**config.mk**
```make
export PLATFORM = sky130hd
export DESIGN_NAME = enc_dec_core
export DESIGN_NICKNAME = d
export VERILOG_FILES = /design/src/rtl/enc_dec_core.sv
export SDC_FILE = /design/constraint.sdc
export NUM_CORES = 1
export LEC_CHECK = 0
export BUFFER_PORTS_ARGS = -buffer_cell sky130_fd_sc_hd__buf_4
export CAP_MARGIN = 20
export CELL_PAD_IN_SITES_DETAIL_PLACEMENT = 1
export CELL_PAD_IN_SITES_GLOBAL_PLACEMENT = 1
export CORE_UTILIZATION = 40
export DETAILED_ROUTE_END_ITERATION = 7
export PLACE_DENSITY = 0.86
export SKIP_LAST_GASP = 1
export SYNTH_ARGS = -nofsm -noshare
export SYNTH_HDL_FRONTEND = slang
export SYNTH_SLANG_ARGS = --single-unit
```
**constraint.sdc**
```tcl
create_clock -name clk -period 4.5 [get_ports clk]
set_input_delay 0.45 -clock clk [delete_from_list [all_inputs] [get_ports clk]]
set_output_delay 0.45 -clock clk [all_outputs]
set_load 0.1 [all_outputs]
```
**src/rtl/enc_dec_core.sv**
```systemverilog
// Hamming SECDED encode / decode / full-channel engine.
// Optional macro ENC_DEC_ERR_CNT_EN adds a saturating count of
// uncorrectable (double) errors on err_count; otherwise err_count is 0.
//
// state   | meaning
// --------+-----------------------------------------------
// S_IDLE  | waiting for an accepted start
// S_ENC   | build codeword from captured data
// S_NOISE | XOR captured noise mask into the codeword
// S_DEC   | syndrome decode, correct single errors
// S_DONE  | results valid, one-cycle done pulse
module enc_dec_core #(
    parameter int AMBA_WORD = 32
) (
    input  logic                 clk,
    input  logic                 rst,
    input  logic                 start,
    input  logic [AMBA_WORD-1:0] CTRL,
    input  logic [AMBA_WORD-1:0] DATA_IN,
    input  logic [AMBA_WORD-1:0] CODEWORD_WIDTH,
    input  logic [AMBA_WORD-1:0] NOISE,
    output logic [AMBA_WORD-1:0] data_out,
    output logic                 operation_done,
    output logic [1:0]           num_of_errors,
    output logic                 busy,
    output logic [15:0]          err_count
);

    typedef enum logic [2:0] {S_IDLE, S_ENC, S_NOISE, S_DEC, S_DONE} state_t;

    localparam logic [1:0] OP_ENC  = 2'b00;
    localparam logic [1:0] OP_DEC  = 2'b01;
    localparam logic [1:0] OP_FULL = 2'b10;

    state_t      state_q, state_d;
    logic [1:0]  op_q, wc_q;
    logic [31:0] din_q, noise_q, cw_q;
    logic [31:0] cw_mask, enc_word, dec_src;
    logic [27:0] dec_res;
    logic        accept;

    // Upper register bits carry no meaning for this block.
    logic unused_bits;
    assign unused_bits = ^{CTRL[AMBA_WORD-1:2], CODEWORD_WIDTH[AMBA_WORD-1:2], DATA_IN, NOISE};

    // Check bits for the first 26 data columns; the column sequence
    // (non-powers-of-two, ascending) is a common prefix for all widths,
    // so narrower widths just use fewer data bits.
    function automatic logic [4:0] calc_check(input logic [25:0] d);
        logic [4:0] c;
        logic [4:0] idx;
        c   = '0;
        idx = '0;
        for (int v = 3; v < 32; v++) begin
            if ((v & (v - 1)) != 0) begin
                if (d[idx]) c = c ^ 5'(v);
                idx = idx + 5'd1;
            end
        end
        return c;
    endfunction

    function automatic logic [31:0] encode(input logic [31:0] w, input logic [1:0] wc);
        logic [25:0] d;
        logic [4:0]  c;
        logic [31:0] cw;
        case (wc)
            2'b00:   d = {22'd0, w[3:0]};
            2'b01:   d = {15'd0, w[10:0]};
            default: d = w[25:0];
        endcase
        c = calc_check(d);
        case (wc)
            2'b00: begin
                cw     = {24'd0, 1'b0, c[2:0], d[3:0]};
                cw[7]  = ^cw[6:0];
            end
            2'b01: begin
                cw     = {16'd0, 1'b0, c[3:0], d[10:0]};
                cw[15] = ^cw[14:0];
            end
            default: begin
                cw     = {1'b0, c, d};
                cw[31] = ^cw[30:0];
            end
        endcase
        return cw;
    endfunction

    // Returns {errors[1:0], data[25:0]}; cw must already be masked to n bits.
    function automatic logic [27:0] decode(input logic [31:0] cw, input logic [1:0] wc);
        logic [25:0] d;
        logic [4:0]  rc, s;
        logic [4:0]  idx;
        logic [1:0]  err;
        case (wc)
            2'b00: begin
                d  = {22'd0, cw[3:0]};
                rc = {2'b00, cw[6:4]};
            end
            2'b01: begin
                d  = {15'd0, cw[10:0]};
                rc = {1'b0, cw[14:11]};
            end
            default: begin
                d  = cw[25:0];
                rc = cw[30:26];
            end
        endcase
        s   = calc_check(d) ^ rc;
        err = 2'b00;
        idx = '0;
        if (^cw) begin
            err = 2'b01;
            for (int v = 3; v < 32; v++) begin
                if ((v & (v - 1)) != 0) begin
                    if (5'(v) == s) d[idx] = ~d[idx];
                    idx = idx + 5'd1;
                end
            end
        end else if (s != 5'd0) begin
            err = 2'b10;
        end
        return {err, d};
    endfunction

    assign accept = (state_q == S_IDLE) && start && (CTRL[1:0] != 2'b11);

    // Codeword mask and shared encode/decode datapath.
    always_comb begin
        case (wc_q)
            2'b00:   cw_mask = 32'h0000_00FF;
            2'b01:   cw_mask = 32'h0000_FFFF;
            default: cw_mask = 32'hFFFF_FFFF;
        endcase
        enc_word = encode(din_q, wc_q);
        dec_src  = (op_q == OP_FULL) ? cw_q : (din_q & cw_mask);
        dec_res  = decode(dec_src, wc_q);
    end

    // State register.
    always_ff @(posedge clk or negedge rst) begin
        if (!rst) state_q <= S_IDLE;
        else      state_q <= state_d;
    end

    // Next-state and status outputs.
    always_comb begin
        state_d        = state_q;
        operation_done = 1'b0;
        busy           = 1'b0;
        case (state_q)
            S_IDLE: begin
                if (accept) state_d = (CTRL[1:0] == OP_DEC) ? S_DEC : S_ENC;
            end
            S_ENC: begin
                busy    = 1'b1;
                state_d = (op_q == OP_FULL) ? S_NOISE : S_DONE;
            end
            S_NOISE: begin
                busy    = 1'b1;
                state_d = S_DEC;
            end
            S_DEC: begin
                busy    = 1'b1;
                state_d = S_DONE;
            end
            S_DONE: begin
                operation_done = 1'b1;
                state_d        = S_IDLE;
            end
            default: state_d = S_IDLE;
        endcase
    end

    // Operand capture, working codeword and result registers.
    always_ff @(posedge clk or negedge rst) begin
        if (!rst) begin
            op_q          <= OP_ENC;
            wc_q          <= 2'b00;
            din_q         <= '0;
            noise_q       <= '0;
            cw_q          <= '0;
            data_out      <= '0;
            num_of_errors <= 2'b00;
        end else begin
            case (state_q)
                S_IDLE: begin
                    if (accept) begin
                        op_q    <= CTRL[1:0];
                        wc_q    <= CODEWORD_WIDTH[1:0];
                        din_q   <= DATA_IN[31:0];
                        noise_q <= NOISE[31:0];
                    end
                end
                S_ENC: begin
                    cw_q <= enc_word;
                    if (op_q != OP_FULL) begin
                        data_out      <= AMBA_WORD'(enc_word);
                        num_of_errors <= 2'b00;
                    end
                end
                S_NOISE: cw_q <= cw_q ^ (noise_q & cw_mask);
                S_DEC: begin
                    data_out      <= AMBA_WORD'(dec_res[25:0]);
                    num_of_errors <= dec_res[27:26];
                end
                default: ;
            endcase
        end
    end

`ifdef ENC_DEC_ERR_CNT_EN
    logic [15:0] err_cnt_q;

    // Saturating count of uncorrectable results, bumped on entry to DONE.
    always_ff @(posedge clk or negedge rst) begin
        if (!rst)
            err_cnt_q <= 16'd0;
        else if (state_q == S_DEC && dec_res[27:26] == 2'b10 && err_cnt_q != 16'hFFFF)
            err_cnt_q <= err_cnt_q + 16'd1;
    end
    assign err_count = err_cnt_q;
`else
    assign err_count = 16'd0;
`endif

endmodule
```
==> impl_metrics.yaml, run 1 <==
outcome:
  status: "complete, no violations"
drt:
  drc: 0
  vias: 7418
  ant_nets: 0
  post_drt_wl_per_cell_um: 22.6
  viasPerCell: 5.78
  wl_um: 29000
  dr.pass1.iters: 7
  drt_iter0_markers: 550
yosys:
  async_reset_ff_frac: 1.00
  yosysMostFrequentCell: "dfrtp_1"
  avgSynthCellArea_um2: 9.92
  ys_ff_latch: 137
  synth_cell_type_count: 74
  synth_common_cells: "dfrtp_1, nand2_1, xnor2_1, mux2_2, nor2_1"
  ys_seq_area_frac: 0.388
  synthFlopType: "dfrtp_1"
  ys_warn_count: 0
  synth_top_area_frac: 0.388
  yosys-top-cells-area: "dfrtp_1, mux2_2, xnor2_1"
  synth_edf_count: 0
  synth_top_area_cell: "dfrtp_1"
  syn-cell-area_um2: 8850
  synth_cells: 892
die:
  ios: 183
  initial_utilization: 0.407
  fp.dieArea_um2: 22700
  row_count: 54
  die_width_um: 151
  core_area_um2: 21800
  die_y_um: 151
grt:
  grt_pass1_wl_um: 44800
  grt_max_degree: 101
  grt.total_usage: 0.266
  overflow: 0
  antenna_found_initial: 1
  grt_pass1_vias: 7743
timing:
  hold_viol_final: 0
  setup_ws_ns: 0.339
  rsz0062_at_grt: "no"
  max_freq_mhz: 240
  setup_viol: 0
  setup_tns_ns: 0
  worstMarginPinSlew_ns: 0.997
  post-route-period-util: 0.925
  fin_crit_ns: 4.16
  slew_viol_final: 0
  clock_skew_ns: 0.00941
  slew_headroom: 0.333
clock_tree:
  clk-insertion-delay-late_ns: 0.44
  htreeDepth: 4
  cts_tree: "yes"
  cts_resized: 0
  cts.sinks: 137
  numCtsBuffers: 17
  post-cts-setup-buffer-count: 0
  cts_root_buffer: "clkbuf_16"
  clk_transition_reported_paths_ns: 0.06
  clock_path_buffers: 2
  postCtsHoldBufs: 0
final_layout:
  area_delta_synth_final_pct: 18.6
  multi_input_area_um2: 5030
  nets: 1120
  layout-drive-gt1-share: 0.283
  fin_cells: 1283
  seq_area_um2: 3430
  fillers: 2436
critical_path:
  timing.critical_path.from: "op_q[1]"
  crit_chain: "nor2b_2 > buf_4 > nand2_1 > o211ai_1 > xnor3_1 > and3_1 > nor3_1 > nor2_1 > nor4_1 > xnor2_1 > o21ai_1"
  worstPathArrival_ns: 4.45
  path_max_fanout: 10
  cp.required_ns: 4.79
  endpoint_kind: "flip-flop"
  cp_num_buf_inv: 1
  slowest_delay_ns: 0.56
  crit_path_top_delay_cell: "nor2b_2"
  rr_startpoint: "op_q[1]"
  crit_type: "reg -> reg"
  cp_top_family: "simple AND/OR/NAND/NOR gates"
  worstSetupStartpointType: "flip-flop"
place:
  gp_congestion: 0.913
  dp_slack_ns: 0.581
  dp_cells: 1248
  dp_hpwl_um: 20800
  port_buffers: 106
worst_hold_path:
  hold_path_class: "in -> async"
run:
  max_cap_viol_count: 0
-- kinds of logic (layout without fill, tap and decap cells) --
| family | Yosys count | in the layout | share of synthesized area |
|---|---|---|---|
| other | 1 | 17 | 0.000424 |
| AOI/OAI and AO/OA | 214 | 214 | 0.156 |
| DFF | 137 | 137 | 0.388 |
| buffers and inverters | 91 | 186 | 0.0520 |
| muxes | 93 | 93 | 0.119 |
| xor gates and xnor gates | 138 | 138 | 0.164 |
| and+or+nand+nor | 218 | 218 | 0.121 |
-- cells in the final DEF, fill, tap and decap left out, types with 8 or more instances in the layout --
cell type  Yosys  routed
nand2_1       79      79
clkbuf_16      0      17
mux2i_1       15      15
mux2_2        73      73
xor2_1        40      40
buf_4         19     131
xnor2_1       78      78
o21ai_0       55      55
a32oi_1       15      15
a21oi_1       55      55
nand3_1       12      12
a211oi_1      10      10
a31oi_1        9       9
o211ai_1       9       9
xnor3_1        8       8
inv_1         18      18
nor2_1        66      63
dfrtp_1      137     136
a22oi_1       11      11
conb_1         1      16
-- path summary, 6_finish.rpt --
kind / endpoint / slack (ns) / depth (start not counted)
worst max-delay path: data_out[23] / 0.34 / 11
worst min-delay path: noise_q[2] / 0.1 / 1
worst max register to register: data_out[23] / 0.34 / 11
worst min register to register: num_of_errors[1] / 0.50 / 2
max in group asynchronous: data_out[17] / 3.37 / 2
min in group clk: din_q[30] / 0.24 / 2
-- area by class of cell --
type	instances	share of cell area
multi-input combinational	679	0.479
clock inverter	14	0.0116
timing repair buffer	135	0.101
antenna	1	0.000239
tap	280	0.0334
inverter	19	0.00680
clock buffer	18	0.0409
sequential	137	0.327
-- layer usage --
layer | global-route usage | part of all wire | wire [µm] | up-vias
li1 | - | - | - | 3343
met1 | 0.351 | 0.43 | 12500 | 3723
met2 | 0.425 | 0.47 | 13600 | 292
met3 | 0.0579 | 0.071 | 2050 | 60
met4 | 0.0995 | 0.028 | 822 | 0
met5 | 0 | 0 | 0 | -
-- state kept, by name (all words and copies together) (netlist names) --
name / cells
cw_q: 32
data_out: 32
din_q: 32
noise_q: 32
num_of_errors: 2
op_q: 2
state_q: 3
wc_q: 2
-- metrics by stage --
stage / utilization / hold slack (ns) / instance area, µm²
final: 0.482 / 0.0953 / 10500
after CTS: 0.480 / 0.168 / 10400
after floorplan: - / 0.154 / 8900
after detailed placement: 0.455 / 0.496 / 9900
after global placement: 0.455 / 0.469 / 9900
after global routing: 0.482 / 0.186 / 10500
-- worst reg2reg max path: stages (launching register included) --
cell and delay [ns]:
dfrtp_1 0.45, nor2b_2 0.56, buf_4 0.30, nand2_1 0.08, o211ai_1 0.29, xnor3_1 0.46
and3_1 0.22, nor3_1 0.51, nor2_1 0.36, nor4_1 0.50, xnor2_1 0.19, o21ai_1 0.10
Power of run 1 is left out: the tool's default activity adds up to more than one toggle a clock period on the data nets, which glitch-free logic cannot reach.
==> run 2: changes to the inputs <==
- CTS_BUF_LIST: unset -> sky130_fd_sc_hd__clkbuf_2
- SETUP_SLACK_MARGIN: unset -> 0.15
==> run 2 against run 1 <==
Net effect:
- clock skew is 0.031 ns higher
- hold slack better by 0.047 ns
- via count is 3.8% higher
- core utilization is 1.7 points higher
- setup slack better by 0.012 ns
- die area stayed put
- flip-flop and latch count stayed put
- first-iteration DRC count is 11% higher
- global-route usage is 1.4 points higher
- final cell count is 5.5% higher
- cell area is 3.4% higher
- critical path depth stayed put
- largest cell class unchanged
- highest routed layer unchanged
==> impl_metrics.yaml, run 2 (synthesis results as in run 1) <==
outcome:
  status: "complete, no violations"
place:
  dp_hpwl_um: 20800
  port_buffers: 106
  gp_congestion: 0.913
  dp_slack_ns: 0.581
timing:
  clock_skew_ns: 0.0405
  rsz0062_at_grt: "no"
  slew_viol_final: 0
  setup_viol: 0
  max_freq_mhz: 241
  worstMarginPinSlew_ns: 0.979
  slew_headroom: 0.346
  setup_ws_ns: 0.351
  post-route-period-util: 0.922
  hold_viol_final: 0
  fin_crit_ns: 4.15
  setup_tns_ns: 0
worst_hold_path:
  hold_path_class: "in -> reg"
  holdCritStartpoint: "start"
  hold_depth: 5
  hold_end: "op_q[1]"
critical_path:
  path_max_fanout: 10
  cp.required_ns: 5.21
  crit_chain: "nor2b_2 > buf_4 > mux2i_1 > xnor2_1 > xnor3_1 > xnor2_1 > xnor3_1 > nor3_2 > nand4_1 > xor2_1 > o21ai_0"
  slowest_delay_ns: 0.59
  crit_path_top_delay_cell: "nor2b_2"
  reg2reg_to: "data_out[16]"
  crit_type: "reg -> reg"
  rr_startpoint: "op_q[1]"
  worstPathArrival_ns: 4.86
  ff2ff_path_depth: 11
  endpoint_kind: "flip-flop"
  worstSetupStartpointType: "flip-flop"
  reg2reg_setup_slack_ns: 0.35
clock_tree:
  numCtsBuffers: 17
  clk-insertion-delay-late_ns: 0.79
  cts.sinks: 137
  htreeDepth: 4
  clock_path_buffers: 2
  cts_root_buffer: "clkbuf_2"
  clk_transition_reported_paths_ns: 0.23
  cts_tree: "yes"
grt:
  antenna_found_initial: 1
  overflow: 0
  grt_pass1_wl_um: 47200
  met1_usage: 0.373
  grt_util_met3: 0.0509
  use_met2: 0.454
  grt_max_degree: 101
  busiest_layer: "met2"
  grt_pass1_vias: 8086
  grt.total_usage: 0.280
drt:
  dr.pass1.iters: 6
  drc: 0
  wl_um: 30400
  drt_iter0_markers: 613
  vias: 7700
  ant_nets: 0
  viasPerCell: 5.69
  post_drt_wl_per_cell_um: 22.5
final_layout:
  final_cell_mix: "dfrtp_1, buf_4, nand2_1, xnor2_1, mux2_2"
  mostFrequentLayoutCell: "dfrtp_1"
  fillers: 2459
  nets: 1190
  area_delta_synth_final_pct: 22.7
  layout-drive-gt1-share: 0.266
die:
  ios: 183
  die_width_um: 151
  row_count: 54
  core_area_um2: 21800
  die_y_um: 151
  fp.dieArea_um2: 22700
  initial_utilization: 0.407
run:
  max_cap_viol_count: 0
-- run 2: cell count changes in the layout (fill, tap and decap cells not counted) --
cell	delta
clkbuf_2	+18
clkbuf_1	-1
dlygate4sd3_1	+70
clkbuf_16	-17
-- run 2: per-stage QoR --
stage               cells  cell area [µm²]  hold slack, ns  utilization
global placement     1248             9900           0.469        0.455
CTS                  1350            10800          0.0961        0.497
finish               1353            10900           0.142        0.499
global route         1353            10900           0.170        0.499
floorplan             907             8900           0.154            -
detailed placement   1248             9900           0.496        0.455
-- run 2: layout make-up --
class / count / area, µm² / share of cell area
antenna: 1 / 2.50 / 0.000231
clock buffer: 18 / 90.1 / 0.00830
timing repair buffer: 205 / 1760 / 0.162
multi-input combinational: 679 / 5030 / 0.463
inverter: 19 / 71.3 / 0.00657
tap: 280 / 350 / 0.0323
sequential: 137 / 3430 / 0.316
clock inverter: 14 / 121 / 0.0112
-- run 2: worst max-delay path, delay by kind of cell (launching register included) --
family / cells / cell delay [ns]
flops: 1 / 0.50
compound gates: 1 / 0.22
buf+inv: 1 / 0.27
mux: 1 / 0.39
simple gates: 3 / 1.39
xor+xnor: 5 / 1.30
-- run 2: worst max-delay path by stage --
stage	from	to	slack, ns	cells after the start
2_1_floorplan	op_q[0]	data_out[0]	1.32	12
3_3_place_gp	op_q[1]	data_out[22]	0.69	11
3_5_place_dp	op_q[1]	data_out[23]	0.58	11
4_1_cts	wc_q[1]	data_out[10]	0.52	10
5_1_grt	op_q[1]	data_out[1]	0.26	10
6_report	op_q[1]	data_out[16]	0.35	11
-- run 2: what timing repair did --
action                    in CTS  in global routing
hold endpoints to repair     168                  0
hold buffers                  70                  0
buffers inserted               0                  0
resized for setup              0                  0
-- run 2: metal layers --
| layer | wire length, µm | up-vias |
|---|---|---|
| li1 | - | 3484 |
| met1 | 13200 | 3905 |
| met2 | 14600 | 255 |
| met3 | 1860 | 56 |
| met4 | 822 | 0 |
| met5 | 0 | - |
Power of run 2 is left out for the same reason.
==> run 3: changes to the inputs <==
- PLACE_DENSITY: 0.86 -> unset
- PLACE_DENSITY_LB_ADDON: unset -> 0.1
==> run 3 against run 2 <==
Net effect:
- first-iteration DRC count shrank 44%
- sequential share of layout area grew 0.051 points
- global-route usage fell by 1.7 points
- critical path depth is the same
- flip-flop and latch count stayed put
- via count decreased by 2.6%
- core utilization decreased by 0.081 points
- final cell count is essentially flat
- clock-buffer cell count is 1 lower
==> impl_metrics.yaml, run 3 (synthesis results as in run 1) <==
place:
  gp_congestion: 0.865
  port_buffers: 106
  dp_slack_ns: 0.462
  dpl_cell_area_um2: 9920
  dp_hpwl_um: 20400
timing:
  hold_viol_final: 0
  setup_viol: 0
  setup_tns_ns: 0
  max_freq_mhz: 243
  slew_headroom: 0.302
  post-route-period-util: 0.916
  worstMarginPinSlew_ns: 1.04
  slew_viol_final: 0
  clock_skew_ns: 0.0506
  setup_ws_ns: 0.377
  fin_crit_ns: 4.12
  rsz0062_at_grt: "no"
critical_path:
  path_max_fanout: 19
  crit_chain: "nand2b_2 > buf_12 > mux2i_1 > a32o_1 > a21oi_2 > xnor2_2 > xnor2_4 > xor2_2 > nand2_1 > or4_1 > a31oi_1"
  crit_path_top_delay_cell: "xor2_2"
  cp.required_ns: 5.21
  endpoint_kind: "flip-flop"
  worstPathArrival_ns: 4.83
  slowest_delay_ns: 0.63
  crit_type: "reg -> reg"
  cp_num_buf_inv: 1
  cp_top_family: "simple AND/OR/NAND/NOR gates"
  worstSetupStartpointType: "flip-flop"
die:
  die_width_um: 151
  die_y_um: 151
  ios: 183
  core_area_um2: 21800
  fp.dieArea_um2: 22700
  initial_utilization: 0.407
  row_count: 54
outcome:
  status: "complete, no violations"
drt:
  drt_iter0_markers: 342
  drc: 0
  post_drt_wl_per_cell_um: 20.9
  viasPerCell: 5.54
  ant_nets: 0
  dr.pass1.iters: 5
  wl_um: 28200
  vias: 7496
clock_tree:
  clk-insertion-delay-late_ns: 0.79
  htreeDepth: 4
  cts_resized: 0
  clock_path_buffers: 2
  postCtsHoldBufs: 70
  post-cts-setup-buffer-count: 0
  cts_root_buffer: "clkbuf_2"
  cts.sinks: 137
  cts_tree: "yes"
  clk_transition_reported_paths_ns: 0.24
  numCtsBuffers: 17
worst_hold_path:
  hold_path_class: "in -> reg"
final_layout:
  nets: 1189
  mostFrequentLayoutCell: "dfrtp_1"
  area_delta_synth_final_pct: 22.5
  layout-drive-gt1-share: 0.264
  final_cell_mix: "dfrtp_1, buf_4, nand2_1, xnor2_1, mux2_2"
  fin_area_um2: 10800
grt:
  grt.total_usage: 0.263
  overflow: 0
  antenna_found_initial: 1
  grt_max_degree: 58
  grt_pass1_vias: 7539
  grt_pass1_wl_um: 44300
run:
  max_cap_viol_count: 0
==> run 3: tightest hold or removal path, cell delays in order <==
cell and delay [ns]:
buf_4 0.11, nand3b_1 0.12, nor2_1 0.07, nor2_1 0.08, nor2_1 0.04
==> run 3: stage by stage <==
stage               utilization  hold WS [ns]  cells
floorplan                     -         0.154    907
global placement          0.456         0.465   1249
detailed placement        0.456         0.463   1249
CTS                       0.498        0.0552   1351
global route              0.498        0.0488   1352
finish                    0.498         0.101   1352
==> run 3: layout make-up <==
type | count | area, µm²
Tap cell | 280 | 350
Timing Repair Buffer | 204 | 1740
Inverter | 19 | 71.3
Sequential cell | 137 | 3430
Clock inverter | 15 | 131
Multi-Input combinational cell | 679 | 5030
Fill cell | 2483 | 10900
Antenna cell | 1 | 2.50
Clock buffer | 17 | 85.1
==> run 3: path summary, 6_finish.rpt <==
kind                                  start               end  slack (ns)  depth (start not counted)
setup / recovery                    op_q[1]       data_out[4]        0.38                         11
hold / removal                        start           op_q[1]        0.10                          5
setup reg to reg                    op_q[1]       data_out[4]        0.38                         11
hold reg to reg            num_of_errors[1]  num_of_errors[1]        0.52                          2
max in group asynchronous               rst          cw_q[13]        3.33                          3
min in group asynchronous               rst       data_out[9]        0.17                          2
==> run 3: routing by layer <==
| layer | vias up | track usage | wire length [µm] |
|---|---|---|---|
| met5 | - | 0 | 0 |
| met4 | 0 | 0.0695 | 393 |
| met3 | 23 | 0.0497 | 1430 |
| met2 | 204 | 0.411 | 13100 |
| met1 | 3790 | 0.372 | 13300 |
| li1 | 3479 | - | - |
Power of run 3 is left out for the same reason.
